===== src/rtl/addsub_accumulator_if.sv =====
// Command/result bus of the add/sub accumulator stage.
// The source drives commands and the consumer accepts results.
interface addsub_accumulator_if #(
  parameter int WIDTH = 6,
  parameter int CNT_W = 4
);
  logic             in_valid;
  logic             in_ready;
  logic [1:0]       in_op;
  logic [WIDTH-1:0] in_data;
  logic             out_valid;
  logic             out_ready;
  logic [WIDTH-1:0] acc;
  logic             c_out_q;
  logic             ovf_q;
  logic             ovf_sticky;
  logic [CNT_W-1:0] op_count;

  modport master (
    output in_valid, in_op, in_data, out_ready,
    input  in_ready, out_valid, acc, c_out_q,
    input  ovf_q, ovf_sticky, op_count
  );

  modport slave (
    input  in_valid, in_op, in_data, out_ready,
    output in_ready, out_valid, acc, c_out_q,
    output ovf_q, ovf_sticky, op_count
  );
endinterface


===== src/rtl/addsub_accumulator.sv =====
// Accumulator stage around a 6-bit ripple adder/subtractor.
// One command per pass: IDLE accepts, EXEC updates, DONE presents.
module addsub_accumulator #(
  parameter int WIDTH = 6,
  parameter int CNT_W = 4
) (
  input logic clk,
  input logic reset_n,
  addsub_accumulator_if.slave bus
);

  typedef enum logic [1:0] {
    IDLE = 2'd0,
    EXEC = 2'd1,
    DONE = 2'd2
  } state_t;

  localparam logic [1:0] OP_ADD = 2'b00;
  localparam logic [1:0] OP_SUB = 2'b01;
  localparam logic [1:0] OP_LD  = 2'b10;
  localparam logic [1:0] OP_CLR = 2'b11;

  state_t           state;
  logic [1:0]       op_q;
  logic [WIDTH-1:0] data_q;
  logic [WIDTH-1:0] acc_q;
  logic             c_q;
  logic             v_q;
  logic             sticky_q;
  logic [CNT_W-1:0] cnt_q;
  logic             in_ready_q;
  logic             out_valid_q;

  logic             sel;
  logic [WIDTH-1:0] y_eff;
  logic [WIDTH-1:0] sum;
  logic [WIDTH:0]   c;
  logic             c_out;
  logic             overflow;

  assign sel   = (op_q == OP_SUB);
  assign y_eff = data_q ^ {WIDTH{sel}};
  assign c[0]  = sel;

  for (genvar i = 0; i < WIDTH; i++) begin : g_rca
    assign sum[i] = acc_q[i] ^ y_eff[i] ^ c[i];
    assign c[i+1] = (acc_q[i] & y_eff[i])
                  | (c[i] & (acc_q[i] ^ y_eff[i]));
  end

  assign c_out    = c[WIDTH];
  // Signed overflow: carry into MSB differs from carry out.
  assign overflow = c[WIDTH-1] ^ c[WIDTH];

  always_ff @(posedge clk) begin
    if (!reset_n) begin
      state       <= IDLE;
      op_q        <= '0;
      data_q      <= '0;
      acc_q       <= '0;
      c_q         <= 1'b0;
      v_q         <= 1'b0;
      sticky_q    <= 1'b0;
      cnt_q       <= '0;
      in_ready_q  <= 1'b0;
      out_valid_q <= 1'b0;
    end else begin
      unique case (state)
        IDLE: begin
          out_valid_q <= 1'b0;
          in_ready_q  <= 1'b1;
          if (bus.in_valid && in_ready_q) begin
            op_q       <= bus.in_op;
            data_q     <= bus.in_data;
            in_ready_q <= 1'b0;
            state      <= EXEC;
          end
        end
        EXEC: begin
          unique case (op_q)
            OP_ADD, OP_SUB: begin
              acc_q    <= sum;
              c_q      <= c_out;
              v_q      <= overflow;
              sticky_q <= sticky_q | overflow;
              if (cnt_q != '1) begin
                cnt_q <= cnt_q + 1'b1;
              end
            end
            OP_LD: begin
              acc_q    <= data_q;
              c_q      <= 1'b0;
              v_q      <= 1'b0;
              sticky_q <= 1'b0;
            end
            OP_CLR: begin
              acc_q    <= '0;
              c_q      <= 1'b0;
              v_q      <= 1'b0;
              sticky_q <= 1'b0;
              cnt_q    <= '0;
            end
            default: ;
          endcase
          out_valid_q <= 1'b1;
          state       <= DONE;
        end
        DONE: begin
          if (bus.out_ready) begin
            out_valid_q <= 1'b0;
            in_ready_q  <= 1'b1;
            state       <= IDLE;
          end
        end
        default: begin
          out_valid_q <= 1'b0;
          in_ready_q  <= 1'b0;
          state       <= IDLE;
        end
      endcase
    end
  end

  assign bus.in_ready   = in_ready_q;
  assign bus.out_valid  = out_valid_q;
  assign bus.acc        = acc_q;
  assign bus.c_out_q    = c_q;
  assign bus.ovf_q      = v_q;
  assign bus.ovf_sticky = sticky_q;
  assign bus.op_count   = cnt_q;

endmodule


===== src/flat_wrapper.sv =====
// flat-port wrapper written by rule: the top's interface ports become plain ports
module addsub_accumulator_flat 
#(
  parameter int WIDTH = 6,
  parameter int CNT_W = 4
)
  (clk, reset_n, bus_in_valid, bus_in_op, bus_in_data, bus_out_ready, bus_in_ready, bus_out_valid, bus_acc, bus_c_out_q, bus_ovf_q, bus_ovf_sticky, bus_op_count);
  addsub_accumulator_if #(.WIDTH(WIDTH), .CNT_W(CNT_W)) bus_i ();
  input logic clk;
  input logic reset_n;
  input wire logic [$bits(bus_i.in_valid)-1:0] bus_in_valid;
  input wire logic [$bits(bus_i.in_op)-1:0] bus_in_op;
  input wire logic [$bits(bus_i.in_data)-1:0] bus_in_data;
  input wire logic [$bits(bus_i.out_ready)-1:0] bus_out_ready;
  output wire logic [$bits(bus_i.in_ready)-1:0] bus_in_ready;
  output wire logic [$bits(bus_i.out_valid)-1:0] bus_out_valid;
  output wire logic [$bits(bus_i.acc)-1:0] bus_acc;
  output wire logic [$bits(bus_i.c_out_q)-1:0] bus_c_out_q;
  output wire logic [$bits(bus_i.ovf_q)-1:0] bus_ovf_q;
  output wire logic [$bits(bus_i.ovf_sticky)-1:0] bus_ovf_sticky;
  output wire logic [$bits(bus_i.op_count)-1:0] bus_op_count;
  assign bus_i.in_valid = bus_in_valid;
  assign bus_i.in_op = bus_in_op;
  assign bus_i.in_data = bus_in_data;
  assign bus_i.out_ready = bus_out_ready;
  assign bus_in_ready = bus_i.in_ready;
  assign bus_out_valid = bus_i.out_valid;
  assign bus_acc = bus_i.acc;
  assign bus_c_out_q = bus_i.c_out_q;
  assign bus_ovf_q = bus_i.ovf_q;
  assign bus_ovf_sticky = bus_i.ovf_sticky;
  assign bus_op_count = bus_i.op_count;
  addsub_accumulator #(.WIDTH(WIDTH), .CNT_W(CNT_W)) u_core (.clk(clk), .reset_n(reset_n), .bus(bus_i));
endmodule

===== config.mk =====
export PLATFORM = sky130hd
export DESIGN_NAME = addsub_accumulator_flat
export DESIGN_NICKNAME = d
export VERILOG_FILES = /design/src/rtl/addsub_accumulator_if.sv /design/src/rtl/addsub_accumulator.sv /design/src/flat_wrapper.sv
export SDC_FILE = /design/constraint.sdc
export NUM_CORES = 1
export LEC_CHECK = 0
export CORE_ASPECT_RATIO = 1.2
export CORE_MARGIN = 5
export CORE_UTILIZATION = 40
export CTS_BUF_LIST = sky130_fd_sc_hd__clkbuf_16
export DETAILED_ROUTE_END_ITERATION = 6
export PLACE_DENSITY = 0.66
export SLEW_MARGIN = 25
export SYNTH_ARGS = -nofsm -noshare
export SYNTH_HDL_FRONTEND = slang
export SYNTH_SLANG_ARGS = --single-unit

===== constraint.sdc =====
create_clock -name clk -period 6.3 [get_ports clk]
set_input_delay 1.26 -clock clk [delete_from_list [all_inputs] [get_ports clk]]
set_output_delay 1.26 -clock clk [all_outputs]
set_load 0.03 [all_outputs]

==> results.sh, run 1 <==
export IMPL_run_status="completed"
export IMPL_dieHeight_um=71.9
export IMPL_synth_top_area_share=0.392
export IMPL_synth_seq_cells=25
export IMPL_crit_slowest_cell="sky130_fd_sc_hd__dfxtp_1"
export IMPL_clk_pin_slew_worst_paths_ps=60
export IMPL_initial_utilization=0.414
export IMPL_tritoncts_num_buffers=3
export IMPL_track_usage=0.143
export IMPL_cts_htree_levels=1
export IMPL_cp_data_arrival_time_ps=3540
export IMPL_design_final_nets=185
export IMPL_tritoncts="done"
export IMPL_max_cap_viol_count=0
export IMPL_flow_area_growth_from_synthesis_pct=26.4
export IMPL_timing_hold_violations_final=0
export IMPL_adder_cell_share_of_the_synthesized_area=0.0881
export IMPL_cts_max_path_buffers=2
export IMPL_post_cts_resize_count=0
export IMPL_worst_ir_drop_vdd_mv=0.140
export IMPL_cts_root_buffer="sky130_fd_sc_hd__clkbuf_16"
export IMPL_postSynth_asyncResetShare=0
export IMPL_grt_pass1_wl_um=4880
export IMPL_transition_time_of_the_tightest_slew_check_pin_ps=782
export IMPL_drt_vias_per_instance=5.45
export IMPL_sinks_on_the_clock_net=25
export IMPL_maxSlewViolCount=0
export IMPL_startpoint_type="register"
export IMPL_critPathMaxFanout=14
export IMPL_finClkSkew_ps=0.835
export IMPL_fp_dieArea_mm2=0.00443
export IMPL_netlist_top_cells_area="sky130_fd_sc_hd__dfxtp_1 (39%), sky130_fd_sc_hd__fa_1 (7.8%), sky130_fd_sc_hd__nand2_1 (7.1%)"
export IMPL_hold_ws_ps=469
export IMPL_coreArea_mm2=0.00308
export IMPL_syn_mean_instance_area_um2=8.87
export IMPL_dr_total_vias=1101
export IMPL_main_combinational_cell_family_by_area_after_synthesis="simple AND/OR/NAND/NOR gates"
export IMPL_synth_enable_flop_cells=0
export IMPL_synth_compound_gate_area_share=0.174
export IMPL_critPathMaxStageDelay_ps=560
export IMPL_clk_latency_ps=260
export IMPL_achievable_frequency_mhz=297
export IMPL_antenna_cells=0
export IMPL_post_synth_top_count_cell="sky130_fd_sc_hd__dfxtp_1"
export IMPL_ys_warn_count=0
export IMPL_cts_post_setup_buffers_inserted=0
export IMPL_top_level_ports=27
export IMPL_setup_repair_after_global_routing_missed_its_margin="false"
export IMPL_final_period_utilization=0.534
export IMPL_final_tns_setup_ps=0
export IMPL_critical_path_top_cell_by_count="sky130_fd_sc_hd__fa_1"
export IMPL_dr_pass1_iters=4
export IMPL_routed_wl_um=2840
export IMPL_worstPathRequired_ps=6470
export IMPL_detail_route_iter0_violations=38
export IMPL_p_leak_nw=0.560
export IMPL_post_synthesis_share_of_cell_area_spent_on_xor_and_xnor_gates=0.0411
export IMPL_synth_nets=162
export IMPL_synth_top_flop_cell="sky130_fd_sc_hd__dfxtp_1"
export IMPL_power_density_mw_per_mm2=227
export IMPL_floorplan_die_width_um=61.6
export IMPL_slew_headroom=0.477
export IMPL_syn_instance_count=144
export IMPL_min_path_cells=1
export IMPL_port_buffers=26
export IMPL_grt_pass1_vias=1099
export IMPL_setup_viol_count_final=0
export IMPL_syn_cell_area_mm2=0.00128
export IMPL_seq_area_frac_synth=0.392
export IMPL_worstRegToRegCells=14
export IMPL_post_synth_and_or_nand_nor_area_fraction=0.218
export IMPL_globalRouteOverflowTotal=0
export IMPL_worst_setup_path_end_kind="register"
export IMPL_synth_area_mux_share=0.0235
export IMPL_synth_top_cell_by_area="sky130_fd_sc_hd__dfxtp_1"
export IMPL_synth_common_cells="sky130_fd_sc_hd__dfxtp_1 (25), sky130_fd_sc_hd__nand2_1 (24), sky130_fd_sc_hd__a21oi_1 (17), sky130_fd_sc_hd__inv_1 (9), sky130_fd_sc_hd__nor2_1 (7)"
export IMPL_detailed_place_hpwl_um=2130
export IMPL_route_antenna_remaining_nets=0
export IMPL_period_needed_ps=3370
export IMPL_wl_per_cell_um=14.1
export IMPL_grt_antenna_before_repair=0
export IMPL_cell_chain_critical_path="inv_1 -> nand2_1 -> xnor2_1 -> fa_1 -> inv_1 -> fa_1 -> fa_1 -> inv_1 -> fa_1 -> inv_1 -> fa_1 -> xnor2_1 -> a21oi_1 -> a211oi_1"
export IMPL_cts_hold_repair_buffers=0
export IMPL_fillCellCount=285
export IMPL_yosysUniqueCellTypes=39
export IMPL_critPathKind="reg -> reg"
export IMPL_largest_net_degree_at_the_start_of_global_routing=17
export IMPL_place_gp_congestion=0.844
export IMPL_drc_errors=0
export IMPL_num_rows=22
export IMPL_holdCritPathClass="reg -> reg"
export IMPL_drive_gt1_frac=0.0542
[flip-flops by register name (all words and copies together), names as in the netlist]
register / cells
u_core.bus.acc: 6
u_core.data_q: 6
u_core.bus.ovf_q: 1
u_core.bus.op_count: 4
u_core.bus.c_out_q: 1
u_core.state: 2
u_core.bus.out_valid: 1
u_core.op_q: 2
u_core.bus.ovf_sticky: 1
u_core.bus.in_ready: 1
[critical path: cells and delay by family (launching register included)]
| kind | cells | cell delay (ps) |
|---|---|---|
| flops | 1 | 560 |
| fa+ha+maj | 5 | 1530 |
| simple gates | 1 | 150 |
| xor+xnor | 2 | 400 |
| buf+inv | 4 | 320 |
| compound gates | 2 | 310 |
[layer usage]
metal  track usage  share of wire  up-vias
li1              -              -      535
met2         0.221           0.48       45
met4        0.0495          0.018        0
met1         0.191           0.43      514
met5             0              0        -
met3        0.0374          0.069        7
[path summary, 6_finish.rpt]
| check | endpoint | start | slack, ps |
|---|---|---|---|
| hold reg to reg | u_core.bus.out_valid | u_core.bus.out_valid | 470 |
| setup reg to reg | u_core.bus.ovf_sticky | u_core.op_q[1] | 2930 |
| hold / removal | u_core.bus.out_valid | u_core.bus.out_valid | 470 |
| setup / recovery | u_core.bus.ovf_sticky | u_core.op_q[1] | 2930 |
[kinds of logic (layout without fill, tap and decap cells)]
group	count (synthesis)	after routing
compound gates	35	35
xor+xnor	6	6
fa+ha+maj	6	6
buf+inv	17	39
flops	25	25
mux	3	3
simple gates	52	52
[power breakdown]
group / internal (W) / switching (W) / total, W
registers: 0.000165 / 0.00000832 / 0.000173
clock network: 0.0000848 / 0.0000538 / 0.000139
logic: 0.0000250 / 0.0000295 / 0.0000545
[cells in the final DEF (no fill, tap or decap), drive strengths merged]
| cell | n |
|---|---|
| o221a | 1 |
| o21ai | 7 |
| fa | 5 |
| nor3 | 1 |
| nand3b | 1 |
| o2111a | 1 |
| nand4 | 1 |
| a221oi | 2 |
| nor2b | 2 |
| a211oi | 1 |
| nand4bb | 1 |
| and4b | 1 |
| nor2 | 7 |
| or3b | 1 |
| nand3 | 4 |
| and3 | 1 |
| clkbuf | 3 |
| a21boi | 1 |
| a22oi | 1 |
| dfxtp | 25 |
| nand2b | 1 |
| a2111oi | 1 |
| xnor2 | 6 |
| and4bb | 1 |
| or3 | 1 |
| a21oi | 18 |
| inv | 10 |
| o21a | 1 |
| nor3b | 4 |
| mux2i | 3 |
| and2b | 1 |
| clkdlybuf4s50 | 26 |
| nand2 | 24 |
| o311ai | 1 |
| ha | 1 |
[final cells by class]
type	instances	area [um^2]	area share
clock inverter	1	3.75	0.00232
timing repair buffer	26	260	0.161
inverter	9	33.8	0.0209
clock buffer	3	75.1	0.0465
tap	36	45.0	0.0279
multi-input combinational	102	697	0.431
sequential	25	500	0.310
[stage by stage]
stage	utilization	cells	worst slack, ps	area (um^2)	total power, W
after floorplan	-	144	3270	1280	0.000211
after global placement	0.498	198	3110	1540	0.000230
after detailed placement	0.498	198	2990	1540	0.000231
after CTS	0.524	202	2940	1620	0.000369
after global routing	0.524	202	2560	1620	0.000384
final	0.524	202	2930	1620	0.000366
No activity file was read; power rests on OpenSTA's default activity.
==> inputs of run 2 (changes only) <==
Settings changed: PLACE_DENSITY 0.66 to 0.69.
Clock period 6.3 ns to 2.88 ns, I/O delays scaled along.
==> results.sh, run 2 (synthesis results as in run 1) <==
export IMPL_multiInputGateArea_um2=743
export IMPL_cts_root_buffer="sky130_fd_sc_hd__clkbuf_16"
export IMPL_hold_ws_ps=473
export IMPL_largest_net_degree_at_the_start_of_global_routing=16
export IMPL_worstRegToRegCells=13
export IMPL_met1_usage=0.181
export IMPL_path_depth=13
export IMPL_fillCellCount=274
export IMPL_p_leak_nw=0.612
export IMPL_min_path_cells=2
export IMPL_maxSlewViolCount=0
export IMPL_grt_pass1_vias=1110
export IMPL_dr_total_vias=1061
export IMPL_cts_htree_levels=1
export IMPL_max_cap_viol_count=0
export IMPL_critPathMaxStageDelay_ps=360
export IMPL_setup_repair_after_global_routing_missed_its_margin="true"
export IMPL_cts_hold_repair_buffers=0
export IMPL_setup_viol_count_final=0
export IMPL_track_usage=0.143
export IMPL_run_status="completed"
export IMPL_floorplan_die_width_um=61.6
export IMPL_worst_slack_ps=104
export IMPL_port_buffers=26
export IMPL_critPathKind="reg -> reg"
export IMPL_dr_pass1_iters=4
export IMPL_worst_setup_path_end_kind="register"
export IMPL_groute_layer_met3_usage=0.0391
export IMPL_antenna_cells=0
export IMPL_critPathMaxFanout=3
export IMPL_grt_antenna_before_repair=0
export IMPL_tritoncts="done"
export IMPL_timing_hold_violations_final=0
export IMPL_transition_time_of_the_tightest_slew_check_pin_ps=509
export IMPL_dieHeight_um=71.9
export IMPL_tritoncts_num_buffers=3
export IMPL_detail_route_iter0_violations=39
export IMPL_finClkSkew_ps=3.39
export IMPL_design_final_nets=192
export IMPL_fp_dieArea_mm2=0.00443
export IMPL_cts_max_path_buffers=2
export IMPL_route_antenna_remaining_nets=0
export IMPL_final_cell_mix="sky130_fd_sc_hd__clkdlybuf4s50_1 (26), sky130_fd_sc_hd__nand2_1 (23), sky130_fd_sc_hd__dfxtp_1 (23), sky130_fd_sc_hd__a21oi_1 (17)"
export IMPL_clk_latency_ps=260
export IMPL_place_gp_congestion=0.816
export IMPL_crit_slowest_cell="sky130_fd_sc_hd__fa_2"
export IMPL_drc_errors=0
export IMPL_initial_utilization=0.414
export IMPL_busiest_layer="met2"
export IMPL_achievable_frequency_mhz=360
export IMPL_slew_headroom=0.661
export IMPL_detailed_place_hpwl_um=2140
export IMPL_layout_area_seq_um2=503
export IMPL_worst_ir_drop_vdd_mv=0.376
export IMPL_startpoint_type="register"
export IMPL_share_of_power_burned_in_registers=0.458
export IMPL_final_period_utilization=0.964
export IMPL_power_clock_fraction=0.379
export IMPL_commonest_non_fill_non_tap_cell_in_the_layout="sky130_fd_sc_hd__clkdlybuf4s50_1"
export IMPL_flow_area_growth_from_synthesis_pct=34.9
export IMPL_holdCritPathClass="reg -> reg"
export IMPL_use_met2=0.225
export IMPL_drive_gt1_frac=0.185
export IMPL_pwr_share_comb=0.163
export IMPL_utilization=0.559
export IMPL_power_report_internal_total_w=0.000613
export IMPL_grt_pass1_wl_um=4890
export IMPL_drt_vias_per_instance=5.08
export IMPL_clk_pin_slew_worst_paths_ps=60
export IMPL_buf_inv_stages_crit_path=4
export IMPL_num_rows=22
export IMPL_power_density_mw_per_mm2=477
export IMPL_routed_wl_um=2800
export IMPL_cp_data_arrival_time_ps=2970
export IMPL_cell_chain_critical_path="inv_4 -> nand2_4 -> xnor2_2 -> fa_2 -> inv_2 -> fa_2 -> fa_2 -> inv_2 -> fa_2 -> inv_2 -> fa_2 -> or3_1 -> a21oi_1"
export IMPL_power_net_switching_w=0.000209
export IMPL_worstPathRequired_ps=3070
export IMPL_switching_share=0.254
export IMPL_globalRouteOverflowTotal=0
export IMPL_cpLargestDelayFamily="adder cells"
export IMPL_critical_path_top_cell_by_count="sky130_fd_sc_hd__fa_2"
export IMPL_coreArea_mm2=0.00308
export IMPL_pre_cts_slack_ps=-37.4
export IMPL_top_level_ports=27
export IMPL_wl_per_cell_um=13.4
export IMPL_sinks_on_the_clock_net=25
export IMPL_period_needed_ps=2780
## run 2: cell count changes in the layout (fill, tap and decap cells not counted), sizes merged
cell	before	now
clkinvlp	0	1
buf	0	7
inv	10	9
## run 2: what timing repair did
item	CTS	global route
gates cloned	0	0
setup buffers	1	0
setup endpoints to repair	3	4
resized for setup	2	6
pin swaps	1	4
## run 2: final cells by class
cell class / instances / share of cell area
Multi-Input combinational cell: 102 / 0.431
Sequential cell: 25 / 0.292
Timing Repair Buffer: 33 / 0.182
Clock buffer: 3 / 0.0436
Tap cell: 36 / 0.0261
Inverter: 9 / 0.0211
Clock inverter: 1 / 0.00436
## run 2: per-layer routing
metal | part of all wire | vias up
met5 | 0 | -
met4 | 0.019 | 0
met3 | 0.055 | 5
met2 | 0.46 | 23
met1 | 0.46 | 480
li1 | - | 553
## run 2: path summary, 6_finish.rpt
check,start,endpoint,slack [ps]
setup / recovery,u_core.op_q[1],u_core.bus.c_out_q,100
hold / removal,u_core.bus.c_out_q,u_core.bus.c_out_q,470
setup reg to reg,u_core.op_q[1],u_core.bus.c_out_q,100
hold reg to reg,u_core.bus.c_out_q,u_core.bus.c_out_q,470
## run 2: worst reg2reg max path: cells and delay by family, from the launching register on
family,cells,cell delay (ps)
buf+inv,4,210
fa+ha+maj,5,1450
compound gates,1,140
flops,1,330
xor+xnor,1,150
simple gates,2,430
## run 2: per-stage QoR
step                      cell area [um^2]  power [W]  TNS, ps  instances
after floorplan                       1320   0.000467        0        144
after global placement                1610   0.000513        0        204
after detailed placement              1610   0.000516    -63.0        204
after CTS                             1710   0.000831        0        209
after global routing                  1720   0.000866    -3.97        209
final                                 1720   0.000822        0        209
## run 2: power by group through the flow
| stage | clock, W | combinational (W) | sequential, W |
|---|---|---|---|
| floorplan | 0 | 0.0000713 | 0.000396 |
| global placement | 0 | 0.000130 | 0.000383 |
| detailed placement | 0 | 0.000132 | 0.000384 |
| CTS | 0.000321 | 0.000134 | 0.000376 |
| global route | 0.000340 | 0.000147 | 0.000379 |
| finish | 0.000311 | 0.000134 | 0.000376 |
